`src/rtl/alu_381_slice_seq_if.sv`:
```
// Handshake and data bundle for the sliced 74381-style ALU.
// Names follow the classic part so that a cascade diagram can be read straight off the port list.
interface alu_381_slice_seq_if #(
  parameter int WIDTH = 16
);
  logic             in_valid;
  logic             in_ready;
  logic [WIDTH-1:0] A;
  logic [WIDTH-1:0] B;
  logic [2:0]       S;
  logic             Cn;
  logic             out_valid;
  logic             out_ready;
  logic [WIDTH-1:0] F;
  logic             cout;
  logic             ovf;
  logic             zero;
  logic             P_n;
  logic             G_n;

  modport master (
    output in_valid, A, B, S, Cn, out_ready,
    input  in_ready, out_valid, F, cout, ovf, zero, P_n, G_n
  );

  modport slave (
    input  in_valid, A, B, S, Cn, out_ready,
    output in_ready, out_valid, F, cout, ovf, zero, P_n, G_n
  );
endinterface

```
`src/rtl/alu_381_slice_seq.sv`:
```
// Multi-cycle 74381-style ALU: one 4-bit slice per clock, LSB first, with the carry held between slices.
// state   | meaning
// IDLE    | ready for a new operation
// RUN     | processing slice cnt_q
// DONE    | result and flags presented, waiting for out_ready
module alu_381_slice_seq #(
  parameter int WIDTH = 16
) (
  input  logic                clk,
  input  logic                rst_n,
  alu_381_slice_seq_if.slave  bus
);
  localparam int NSLICE = WIDTH / 4;
  localparam int CW     = $clog2(NSLICE);

  typedef enum logic [1:0] {ST_IDLE, ST_RUN, ST_DONE} state_t;

  state_t           state_q;
  logic [CW-1:0]    cnt_q;
  logic             carry_q;
  logic [WIDTH-1:0] a_q, b_q, f_q;
  logic [2:0]       s_q;
  logic             p_acc_q, g_acc_q;
  logic             in_ready_q, out_valid_q;
  logic             cout_q, ovf_q, zero_q, pn_q, gn_q;

  logic             arith, last;
  logic [3:0]       a_sl, b_sl, ap, bp, pv, gv, f_sl;
  logic [4:0]       sum;
  logic             ps, gs, carry_d, p_acc_d, g_acc_d;
  logic [WIDTH-1:0] f_d;

  assign arith = (s_q == 3'b001) || (s_q == 3'b010) || (s_q == 3'b011);
  assign last  = (cnt_q == CW'(NSLICE - 1));

  always_comb begin
    a_sl = a_q[{cnt_q, 2'b00} +: 4];
    b_sl = b_q[{cnt_q, 2'b00} +: 4];
    ap   = (s_q == 3'b001) ? ~a_sl : a_sl;
    bp   = (s_q == 3'b010) ? ~b_sl : b_sl;
    sum  = {1'b0, ap} + {1'b0, bp} + {4'b0000, carry_q};
    pv   = ap | bp;
    gv   = ap & bp;
    ps   = &pv;
    gs   = gv[3] | (pv[3] & gv[2]) | (pv[3] & pv[2] & gv[1]) | (pv[3] & pv[2] & pv[1] & gv[0]);
    p_acc_d = p_acc_q & ps;
    g_acc_d = gs | (ps & g_acc_q);
    carry_d = carry_q;
    case (s_q)
      3'b000:  f_sl = 4'h0;
      3'b100:  f_sl = a_sl ^ b_sl;
      3'b101:  f_sl = a_sl | b_sl;
      3'b110:  f_sl = a_sl & b_sl;
      3'b111:  f_sl = 4'hF;
      default: begin
        f_sl    = sum[3:0];
        carry_d = sum[4];
      end
    endcase
    f_d = f_q;
    f_d[{cnt_q, 2'b00} +: 4] = f_sl;
  end

  always_ff @(posedge clk or negedge rst_n) begin
    if (!rst_n) begin
      state_q     <= ST_IDLE;
      cnt_q       <= '0;
      carry_q     <= 1'b0;
      a_q         <= '0;
      b_q         <= '0;
      s_q         <= 3'b000;
      f_q         <= '0;
      p_acc_q     <= 1'b1;
      g_acc_q     <= 1'b0;
      in_ready_q  <= 1'b1;
      out_valid_q <= 1'b0;
      cout_q      <= 1'b0;
      ovf_q       <= 1'b0;
      zero_q      <= 1'b1;
      pn_q        <= 1'b1;
      gn_q        <= 1'b1;
    end else begin
      case (state_q)
        ST_IDLE: begin
          if (bus.in_valid) begin
            a_q        <= bus.A;
            b_q        <= bus.B;
            s_q        <= bus.S;
            carry_q    <= bus.Cn;
            cnt_q      <= '0;
            p_acc_q    <= 1'b1;
            g_acc_q    <= 1'b0;
            in_ready_q <= 1'b0;
            state_q    <= ST_RUN;
          end
        end
        ST_RUN: begin
          f_q     <= f_d;
          carry_q <= carry_d;
          cnt_q   <= cnt_q + 1'b1;
          p_acc_q <= p_acc_d;
          g_acc_q <= g_acc_d;
          if (last) begin
            // Flags come from this edge's next-state values so they land together with the last slice.
            state_q     <= ST_DONE;
            out_valid_q <= 1'b1;
            cout_q      <= arith & carry_d;
            ovf_q       <= arith & (ap[3] == bp[3]) & (sum[3] != ap[3]);
            zero_q      <= (f_d == '0);
            pn_q        <= ~(arith & p_acc_d);
            gn_q        <= ~(arith & g_acc_d);
          end
        end
        ST_DONE: begin
          if (bus.out_ready) begin
            out_valid_q <= 1'b0;
            in_ready_q  <= 1'b1;
            state_q     <= ST_IDLE;
          end
        end
        default: state_q <= ST_IDLE;
      endcase
    end
  end

  assign bus.in_ready  = in_ready_q;
  assign bus.out_valid = out_valid_q;
  assign bus.F         = f_q;
  assign bus.cout      = cout_q;
  assign bus.ovf       = ovf_q;
  assign bus.zero      = zero_q;
  assign bus.P_n       = pn_q;
  assign bus.G_n       = gn_q;
endmodule

```
`src/flat_wrapper.sv`:
```
// flat-port wrapper written by rule: the top's interface ports become plain ports
module alu_381_slice_seq_flat 
#(
  parameter int WIDTH = 16
)
  (clk, rst_n, bus_in_valid, bus_A, bus_B, bus_S, bus_Cn, bus_out_ready, bus_in_ready, bus_out_valid, bus_F, bus_cout, bus_ovf, bus_zero, bus_P_n, bus_G_n);
  alu_381_slice_seq_if #(.WIDTH(WIDTH)) bus_i ();
  input  logic clk;
  input  logic rst_n;
  input wire logic [$bits(bus_i.in_valid)-1:0] bus_in_valid;
  input wire logic [$bits(bus_i.A)-1:0] bus_A;
  input wire logic [$bits(bus_i.B)-1:0] bus_B;
  input wire logic [$bits(bus_i.S)-1:0] bus_S;
  input wire logic [$bits(bus_i.Cn)-1:0] bus_Cn;
  input wire logic [$bits(bus_i.out_ready)-1:0] bus_out_ready;
  output wire logic [$bits(bus_i.in_ready)-1:0] bus_in_ready;
  output wire logic [$bits(bus_i.out_valid)-1:0] bus_out_valid;
  output wire logic [$bits(bus_i.F)-1:0] bus_F;
  output wire logic [$bits(bus_i.cout)-1:0] bus_cout;
  output wire logic [$bits(bus_i.ovf)-1:0] bus_ovf;
  output wire logic [$bits(bus_i.zero)-1:0] bus_zero;
  output wire logic [$bits(bus_i.P_n)-1:0] bus_P_n;
  output wire logic [$bits(bus_i.G_n)-1:0] bus_G_n;
  assign bus_i.in_valid = bus_in_valid;
  assign bus_i.A = bus_A;
  assign bus_i.B = bus_B;
  assign bus_i.S = bus_S;
  assign bus_i.Cn = bus_Cn;
  assign bus_i.out_ready = bus_out_ready;
  assign bus_in_ready = bus_i.in_ready;
  assign bus_out_valid = bus_i.out_valid;
  assign bus_F = bus_i.F;
  assign bus_cout = bus_i.cout;
  assign bus_ovf = bus_i.ovf;
  assign bus_zero = bus_i.zero;
  assign bus_P_n = bus_i.P_n;
  assign bus_G_n = bus_i.G_n;
  alu_381_slice_seq #(.WIDTH(WIDTH)) u_core (.clk(clk), .rst_n(rst_n), .bus(bus_i));
endmodule
```
`config.mk`:
```
export PLATFORM = sky130hd
export DESIGN_NAME = alu_381_slice_seq_flat
export DESIGN_NICKNAME = d
export VERILOG_FILES = /design/src/rtl/alu_381_slice_seq_if.sv /design/src/rtl/alu_381_slice_seq.sv /design/src/flat_wrapper.sv
export SDC_FILE = /design/constraint.sdc
export NUM_CORES = 1
export LEC_CHECK = 0
export BUFFER_PORTS_ARGS = -buffer_cell sky130_fd_sc_hd__buf_4
export CELL_PAD_IN_SITES_DETAIL_PLACEMENT = 0
export CELL_PAD_IN_SITES_GLOBAL_PLACEMENT = 1
export CORE_MARGIN = 5
export CORE_UTILIZATION = 44
export DETAILED_ROUTE_END_ITERATION = 16
export GPL_TIMING_DRIVEN = 0
export PLACE_DENSITY_LB_ADDON = 0.1
export SLEW_MARGIN = 25
export SYNTH_ARGS = -nofsm -noshare
export SYNTH_HDL_FRONTEND = slang
export SYNTH_SLANG_ARGS = --single-unit
```
`constraint.sdc`:
```
create_clock -name clk -period 4.05 [get_ports clk]
set_clock_uncertainty 0.1 [all_clocks]
set_input_delay 0.6075 -clock clk [delete_from_list [all_inputs] [get_ports clk]]
set_output_delay 0.6075 -clock clk [all_outputs]
set_load 0.02 [all_outputs]
```
==> out/qor.txt, run 1 <==
dpl cells - 472
worst reg-to-reg setup slack - 460 ps
largest net degree at the start of global routing - 66
crit path kind - reg -> reg
Netlist Area Pre-Place - 3540 sq um
Top delay family on crit path - adder cells
gr usage total - 17.1%
crit-path cells - buf_4 -> mux4_2 -> inv_1 -> xnor2_1 -> inv_1 -> fa_1 -> fa_1 -> xnor2_1 -> nor2_1 -> a221o_1 -> a31oi_1 -> o31ai_2
antenna cell count - 0
largest area contributor in the netlist - dfrtp_1
Die Span Y - 99.7 microns
htree depth - 3
pre-CTS setup slack - 224 ps
Seq. cell area - 1630 sq um
Final Non-Filler Cells - 488
Mapped Nets - 372
slowest stage delay, CP - 570 ps
Final setup viols - 0
root buffer cell - clkbuf_8
first-pass GRT wire length - 13300 microns
Layout Utilization - 55.8%
#FFs+latches synth - 65
Final nets - 445
Remaining DRCs - 0
Ports - 63
effective utilization at floorplan - 45.6%
clk sinks - 65
Synth Warn # - 0
final wirelength - 7830 microns
Critical Path AT - 3760 ps
Post-synth ARST share - 100%
total CTS buffers - 9
CP Capture Type - flip-flop
slowest CP cell - mux4_2
Max Root-Sink Buffers - 2
post-synth cell types - 47
total number of vias - 2544
vias per cell - 5.21
Yosys top cell area share - 42.4%
RSZ-0062 raised after global routing - false
maxcap violations - 0
Critical Path RT - 4220 ps
fraction of layout cells with a size suffix above 1 - 37.6%
post-route minimum period - 3590 ps
number of global-route vias before repair - 2672
average size of a mapped cell - 11.5 sq um
multi-input logic area - 1750 sq um
status - completed
CP Launch Type - flip-flop
DRT antenna net count - 0
CP Buf/Inv Count - 3
starting DRC count in detailed routing - 73
initial antenna violation count - 0
Pins Over Slew Limit - 0
Core Rows - 32
GRT Residual Overflow - 0
Die W - 99.7 microns
CTS tree - done
synth top area cells - dfrtp_1, mux2_2, ha_1
Layout area overhead - 22.4%
input/output buffers - 62
DP HPWL - 5940 microns
EDFF count, synth - 0
commonest cells in the netlist - dfrtp_1, mux2_2, inv_1, nand2_1, ha_1
Max Freq - 0.278 GHz
Worst Slack Setup Final - 459 ps
gpl congestion - 0.790
count leader, synth - dfrtp_1
Slew HR - 45.9%
full die area - 9950 sq um
Seq/Total Area, Yosys - 46.1%
Final TNS setup - 0 ps
Syn Inst Count - 308
Worst-Skew Late Latency - 350 ps
Main synth FF type - dfrtp_1
clk slew on worst S/H paths - 70 ps
filler cell count - 725
Crit Path Max Fanout - 10
worst min path class - in -> async
final hold vios - 0
Avg WL per Cell - 16.0 microns
Placeable Area - 7770 sq um
Tcrit/Tclk final - 88.7%
drt pass-1 iters - 4
worst slew pin tran - 812 ps
-- worst paths after layout --
path	from	to	cells past startpoint
setup / recovery	u_core.cnt_q[0]	u_core.bus.zero	12
hold / removal	rst_n	u_core.bus.F[14]	1
setup reg to reg	u_core.cnt_q[0]	u_core.bus.zero	12
hold reg to reg	u_core.bus.zero	u_core.bus.zero	2
max in group asynchronous	rst_n	u_core.s_q[0]	1
min in group clk	bus_B[0]	u_core.b_q[0]	2
-- state kept, by name, summed over array words and instances (netlist names) --
register / cells
u_core.g_acc_q: 1
u_core.bus.in_ready: 1
u_core.a_q: 16
u_core.bus.cout: 1
u_core.bus.G_n: 1
u_core.state_q: 2
u_core.cnt_q: 2
u_core.bus.out_valid: 1
u_core.bus.F: 16
u_core.s_q: 3
u_core.bus.ovf: 1
u_core.carry_q: 1
u_core.b_q: 16
u_core.bus.zero: 1
u_core.bus.P_n: 1
u_core.p_acc_q: 1
-- layout by cell type (no fill, tap or decap), types with 3 or more instances in the layout --
master     n
o21ai_0   17
a21oi_1    9
a31oi_1    4
or4_1      3
buf_2      9
nand2b_1   4
nor2_1    11
nor4_1     7
dfstp_2    5
dfrtp_1   60
xnor2_1    8
ha_1      22
mux4_2     8
clkbuf_8   9
a22o_1     4
mux2_2    36
inv_1     27
o22ai_1    3
nand2_1   26
buf_4     64
o21ai_1    4
-- kinds of logic (layout without fill, tap and decap cells) --
group                    count (synthesis)  after routing  synth area share [%]
AO/OA/AOI/OAI                           59             59                  11.1
XOR/XNOR                                11             11                  2.93
adder cells (fa/ha/maj)                 24             24                  8.90
buffers and inverters                   38            116                  4.56
flip-flops                              65             65                  46.1
multiplexers                            45             45                  16.8
AND/OR/NAND/NOR                         66             66                  9.57
-- metrics by stage --
step / area, sq um / hold WS, ps
after global placement: 4140 / 377
final: 4340 / 250
after detailed placement: 4140 / 380
after global routing: 4340 / 330
after CTS: 4330 / 282
after floorplan: 3540 / 212
-- cell type report --
type                       instances  area share (%)
clock inverter                     6            1.56
timing repair buffer              62            10.7
inverter                          27            2.34
multi-input combinational        205            40.5
clock buffer                      10            2.94
sequential                        65            37.7
buffer                            11            1.38
tap                              102            2.94
-- metal layers --
layer,part of all wire (%),wire [microns],global-route usage [%],up-vias
met5,0,0,0,-
met4,1.2,96,6.41,0
met3,5.9,462,4.49,9
met2,48,3750,27.7,58
met1,45,3510,21.9,1237
li1,-,-,-,1240
-- what timing repair did --
| item | CTS | global route |
|---|---|---|
| hold buffers | 0 | 0 |
| setup endpoints to repair | 0 | 1 |
| gates resized for setup | 0 | 1 |
| setup buffers | 0 | 0 |
Power of run 1 is left out: the tool's default activity adds up to more than one toggle a clock period on the data nets, which glitch-free logic cannot reach.
==> run 2, diff against run 1 <==
Settings changed: CORE_MARGIN 5 to not set, CORE_UTILIZATION 44 to 40.
Clock period 4.05 ns to 3.1 ns, I/O delays scaled along.
==> run 2 against run 1 <==
- the run now ends with setup timing left
- utilization decreased by 1.7 points
- hold slack got worse by 150 ps
- cell count increased by 2.9%
- maximum frequency increased by 15%
- count of clock-buffer cells in the layout unchanged
- setup slack got worse by 490 ps
- first-iteration DRC count decreased by 12%
- critical endpoint unchanged
==> out/qor.txt, run 2 (synthesized netlist as in run 1, its figures left out) <==
status - finished, violations left
violated checks - setup timing
Layout area overhead - 28.0%
GRT Residual Overflow - 0
DRT antenna net count - 0
pre-CTS setup slack - -355 ps
Avg WL per Cell - 15.7 microns
Die W - 96.1 microns
Remaining DRCs - 0
final hold vios - 0
Crit Path Max Fanout - 7
largest net degree at the start of global routing - 66
starting DRC count in detailed routing - 64
gr usage total - 18.3%
number of global-route vias before repair - 2459
Max Root-Sink Buffers - 2
post-route minimum period - 3130 ps
gpl congestion - 0.767
initial antenna violation count - 0
maxcap violations - 0
effective utilization at floorplan - 42.3%
most frequent cells in the layout - buf_4, dfrtp_1, mux2_2, nand2_1, inv_1
Final setup viols - 1
RR Startpoint - u_core.cnt_q[0]
Worst Slack Setup Final - -32.1 ps
worst min path class - in -> async
vias per cell - 5.09
Final nets - 456
Critical Path RT - 3250 ps
worst r2r dst - u_core.bus.zero
clk sinks - 65
DP HPWL - 5910 microns
antenna cell count - 0
Slew HR - 45.1%
total CTS buffers - 9
input/output buffers - 62
crit path kind - reg -> reg
Die Span Y - 96.1 microns
Worst-Skew Late Latency - 340 ps
root buffer cell - clkbuf_8
CP Launch Type - flip-flop
Placeable Area - 8380 sq um
Max Freq - 0.319 GHz
RSZ-0062 raised after global routing - true
total number of vias - 2557
fraction of layout cells with a size suffix above 1 - 43.1%
Critical Path AT - 3290 ps
reg2reg path depth - 12
CP Capture Type - flip-flop
Pins Over Slew Limit - 0
worst slew pin tran - 823 ps
full die area - 9240 sq um
commonest non-fill, non-tap cell in the layout - buf_4
first-pass GRT wire length - 12500 microns
CTS tree - done
final wirelength - 7880 microns
drt pass-1 iters - 5
clk slew on worst S/H paths - 80 ps
Core Rows - 33
Tcrit/Tclk final - 101%
htree depth - 3
worst reg-to-reg setup slack - -30 ps
Ports - 63
## run 2: cell count changes in the layout (fill, tap and decap cells not counted), sizes merged
cell,before,now
buf,73,84
bufinv,1,2
clkinvlp,2,1
## run 2: worst max-delay path: stages, from the launching register on
cell     delay, ps
dfrtp_2        390
buf_12         130
mux4_2         540
inv_2          100
xnor2_2        130
inv_2           70
fa_2           350
fa_2           380
xnor2_2        140
nor2_1          60
a221o_2        400
a31oi_2        180
o31ai_2         70
## run 2: timing repair
| action | 4_1_cts | 5_1_grt |
|---|---|---|
| hold buffers | 0 | 0 |
| endpoints found under the setup margin | 16 | 9 |
| buffers inserted | 6 | 5 |
| pin swaps | 3 | 3 |
| resized for setup | 10 | 6 |
## run 2: metal layers
layer / up-vias / track usage [%] / share of wire, %
met4: 0 / 4.48 / 0.66
li1: 1263 / - / -
met2: 48 / 27.0 / 45
met5: - / 0 / 0
met3: 4 / 4.19 / 4.1
met1: 1242 / 27.2 / 50
## run 2: worst max path at each step
stage                          startpoint         endpoint  slack [ps]  cells after the start
after CTS                 u_core.cnt_q[0]  u_core.bus.zero         -70                     12
after detailed placement  u_core.cnt_q[0]  u_core.bus.zero        -350                     12
final                     u_core.cnt_q[0]  u_core.bus.zero         -30                     12
after floorplan           u_core.cnt_q[0]  u_core.bus.zero          50                     12
after global placement    u_core.cnt_q[0]  u_core.bus.zero        -350                     12
after global routing      u_core.cnt_q[0]  u_core.bus.zero        -140                     12
## run 2: stage by stage
step / area, sq um / TNS, ps / hold slack (ps) / util (%) / instances
4_1_cts: 4470 / -73.0 / 153 / 53.3 / 497
3_3_place_gp: 4160 / -2480 / 368 / 49.6 / 475
5_1_grt: 4530 / -361 / 159 / 54.1 / 502
3_5_place_dp: 4160 / -2750 / 371 / 49.6 / 475
2_1_floorplan: 3560 / 0 / 69.4 / - / 308
6_report: 4530 / -32.1 / 103 / 54.1 / 502
## run 2: layout make-up
cell class	count	area [sq um]
sequential	65	1630
buffer	11	75.1
multi-input combinational	205	1820
timing repair buffer	73	548
inverter	27	101
tap	105	131
clock buffer	10	138
clock inverter	6	90.1
fill	776	3850
Power of run 2 is left out for the same reason.
==> run 3, diff against run 2 <==
--- a/config.mk
+++ b/config.mk
@@ -7,2 +7,3 @@
 export LEC_CHECK = 0
+export ABC_CLOCK_PERIOD_IN_PS = 3100
 export BUFFER_PORTS_ARGS = -buffer_cell sky130_fd_sc_hd__buf_4
@@ -14,2 +15,3 @@
 export PLACE_DENSITY_LB_ADDON = 0.1
+export RECOVER_POWER = 25
 export SLEW_MARGIN = 25
==> constraint.sdc (replaced) <==
create_clock -name clk -period 3.1 [get_ports clk]
set_clock_uncertainty 0.1 [all_clocks]
set_input_delay 0.31 -clock clk [delete_from_list [all_inputs] [get_ports clk]]
set_output_delay 0.31 -clock clk [all_outputs]
set_load 0.02 [all_outputs]
==> run 3 against run 2 <==
- the flow finishes with violations (capacitance limit, slew limit, setup timing)
- critical path type unchanged
- first-iteration DRC count is 19% lower
- hold slack gained 2.2 ps
- design area down 1.4%
- critical endpoint unchanged
- wire length hardly changed
- non-clock buffer count is 1 higher
- cell count rose by 0.20%
==> out/qor.txt, run 3 (synthesized netlist as in run 1, its figures left out) <==
Critical Path RT - 3250 ps
GRT Residual Overflow - 0
violated checks - capacitance limit, slew limit, setup timing
CP Launch Type - flip-flop
status - finished, violations left
number of global-route vias before repair - 2459
total CTS buffers - 9
worst slew pin tran - 1600 ps
total number of vias - 2573
Avg WL per Cell - 15.7 microns
Layout area overhead - 26.2%
most frequent cells in the layout - dfrtp_1, buf_4, mux2_2, nand2_1, inv_1
final wirelength - 7880 microns
filler cell count - 792
CTS tree - done
crit path kind - reg -> reg
starting DRC count in detailed routing - 52
slowest stage delay, CP - 540 ps
Die W - 96.1 microns
slowest CP cell - mux4_2
clk sinks - 65
DP HPWL - 5910 microns
Slew HR - -6.83%
Max Freq - 0.320 GHz
post-route minimum period - 3130 ps
Ports - 63
clk slew on worst S/H paths - 80 ps
input/output buffers - 62
antenna cell count - 0
Final TNS setup - -29.5 ps
CP Capture Type - flip-flop
fraction of layout cells with a size suffix above 1 - 38.2%
first-pass GRT wire length - 12500 microns
Final setup viols - 1
full die area - 9240 sq um
RSZ-0062 raised after global routing - true
Worst-Skew Late Latency - 330 ps
maxcap violations - 1
initial antenna violation count - 0
Placeable Area - 8380 sq um
Remaining DRCs - 0
Crit Path Max Fanout - 7
final hold vios - 0
pre-CTS setup slack - -355 ps
Worst Slack Setup Final - -29.5 ps
largest net degree at the start of global routing - 66
DRT antenna net count - 0
Core Rows - 33
CP Buf/Inv Count - 3
vias per cell - 5.12
Die Span Y - 96.1 microns
effective utilization at floorplan - 42.3%
gpl congestion - 0.767
worst min path class - in -> reg
crit-path cells - buf_12 -> mux4_2 -> inv_2 -> xnor2_2 -> inv_2 -> fa_2 -> fa_2 -> xnor2_2 -> nor2_1 -> a221o_2 -> a31oi_2 -> o31ai_2
commonest non-fill, non-tap cell in the layout - dfrtp_1
root buffer cell - clkbuf_8
htree depth - 3
Top delay family on crit path - adder cells
gr usage total - 18.3%
Pins Over Slew Limit - 66
drt pass-1 iters - 4
Max Root-Sink Buffers - 2
Tcrit/Tclk final - 101%
Final nets - 457
Critical Path AT - 3280 ps
==> run 3: cell count changes in the layout (fill, tap and decap cells not counted), sizes merged <==
cell,delta
buf,-20
clkbuf,+20
dlygate4sd3,+1
==> run 3: routing by layer <==
metal  GRT usage (%)  part of all wire (%)  vias to the layer above  wire (microns)
met5               0                     0                        -               0
met2            27.0                    45                       48            3560
met1            27.2                    50                     1253            3950
li1                -                     -                     1266               -
met3            4.19                   4.1                        6             326
met4            4.48                  0.65                        0              51
==> run 3: layout make-up <==
| class | count | area, sq um | area share [%] |
|---|---|---|---|
| buffer | 11 | 75.1 | 1.68 |
| inverter | 27 | 101 | 2.27 |
| clock buffer | 10 | 138 | 3.08 |
| clock inverter | 6 | 90.1 | 2.02 |
| sequential | 65 | 1630 | 36.6 |
| tap | 105 | 131 | 2.94 |
| timing repair buffer | 74 | 484 | 10.8 |
| multi-input combinational | 205 | 1820 | 40.6 |
==> run 3: metrics by stage <==
stage                     hold WS [ps]  utilization, %  cells  instance area, sq um
after floorplan                  -85.6               -    308                  3560
after global placement             368            49.6    475                  4160
after detailed placement           368            49.6    475                  4160
after CTS                         92.3            53.5    498                  4480
after global routing              83.3            53.3    503                  4470
final                              105            53.3    503                  4470
==> run 3: path summary, 6_finish.rpt <==
check / slack [ps] / cells after the start / to / start
min in group asynchronous: 800 / 2 / u_core.bus.F[2] / rst_n
setup reg to reg: -30 / 12 / u_core.bus.zero / u_core.cnt_q[0]
hold / removal: 100 / 2 / u_core.b_q[6] / bus_B[6]
setup / recovery: -30 / 12 / u_core.bus.zero / u_core.cnt_q[0]
hold reg to reg: 380 / 2 / u_core.bus.cout / u_core.bus.cout
max in group asynchronous: 1020 / 2 / u_core.cnt_q[0] / rst_n
==> run 3: timing repair <==
action	in CTS	in global routing
pin swaps	3	3
resized for setup	10	6
setup endpoints to repair	16	9
hold buffers	1	0
endpoints found under the hold margin	4	0
setup buffers	6	5
Power of run 3 is left out for the same reason.
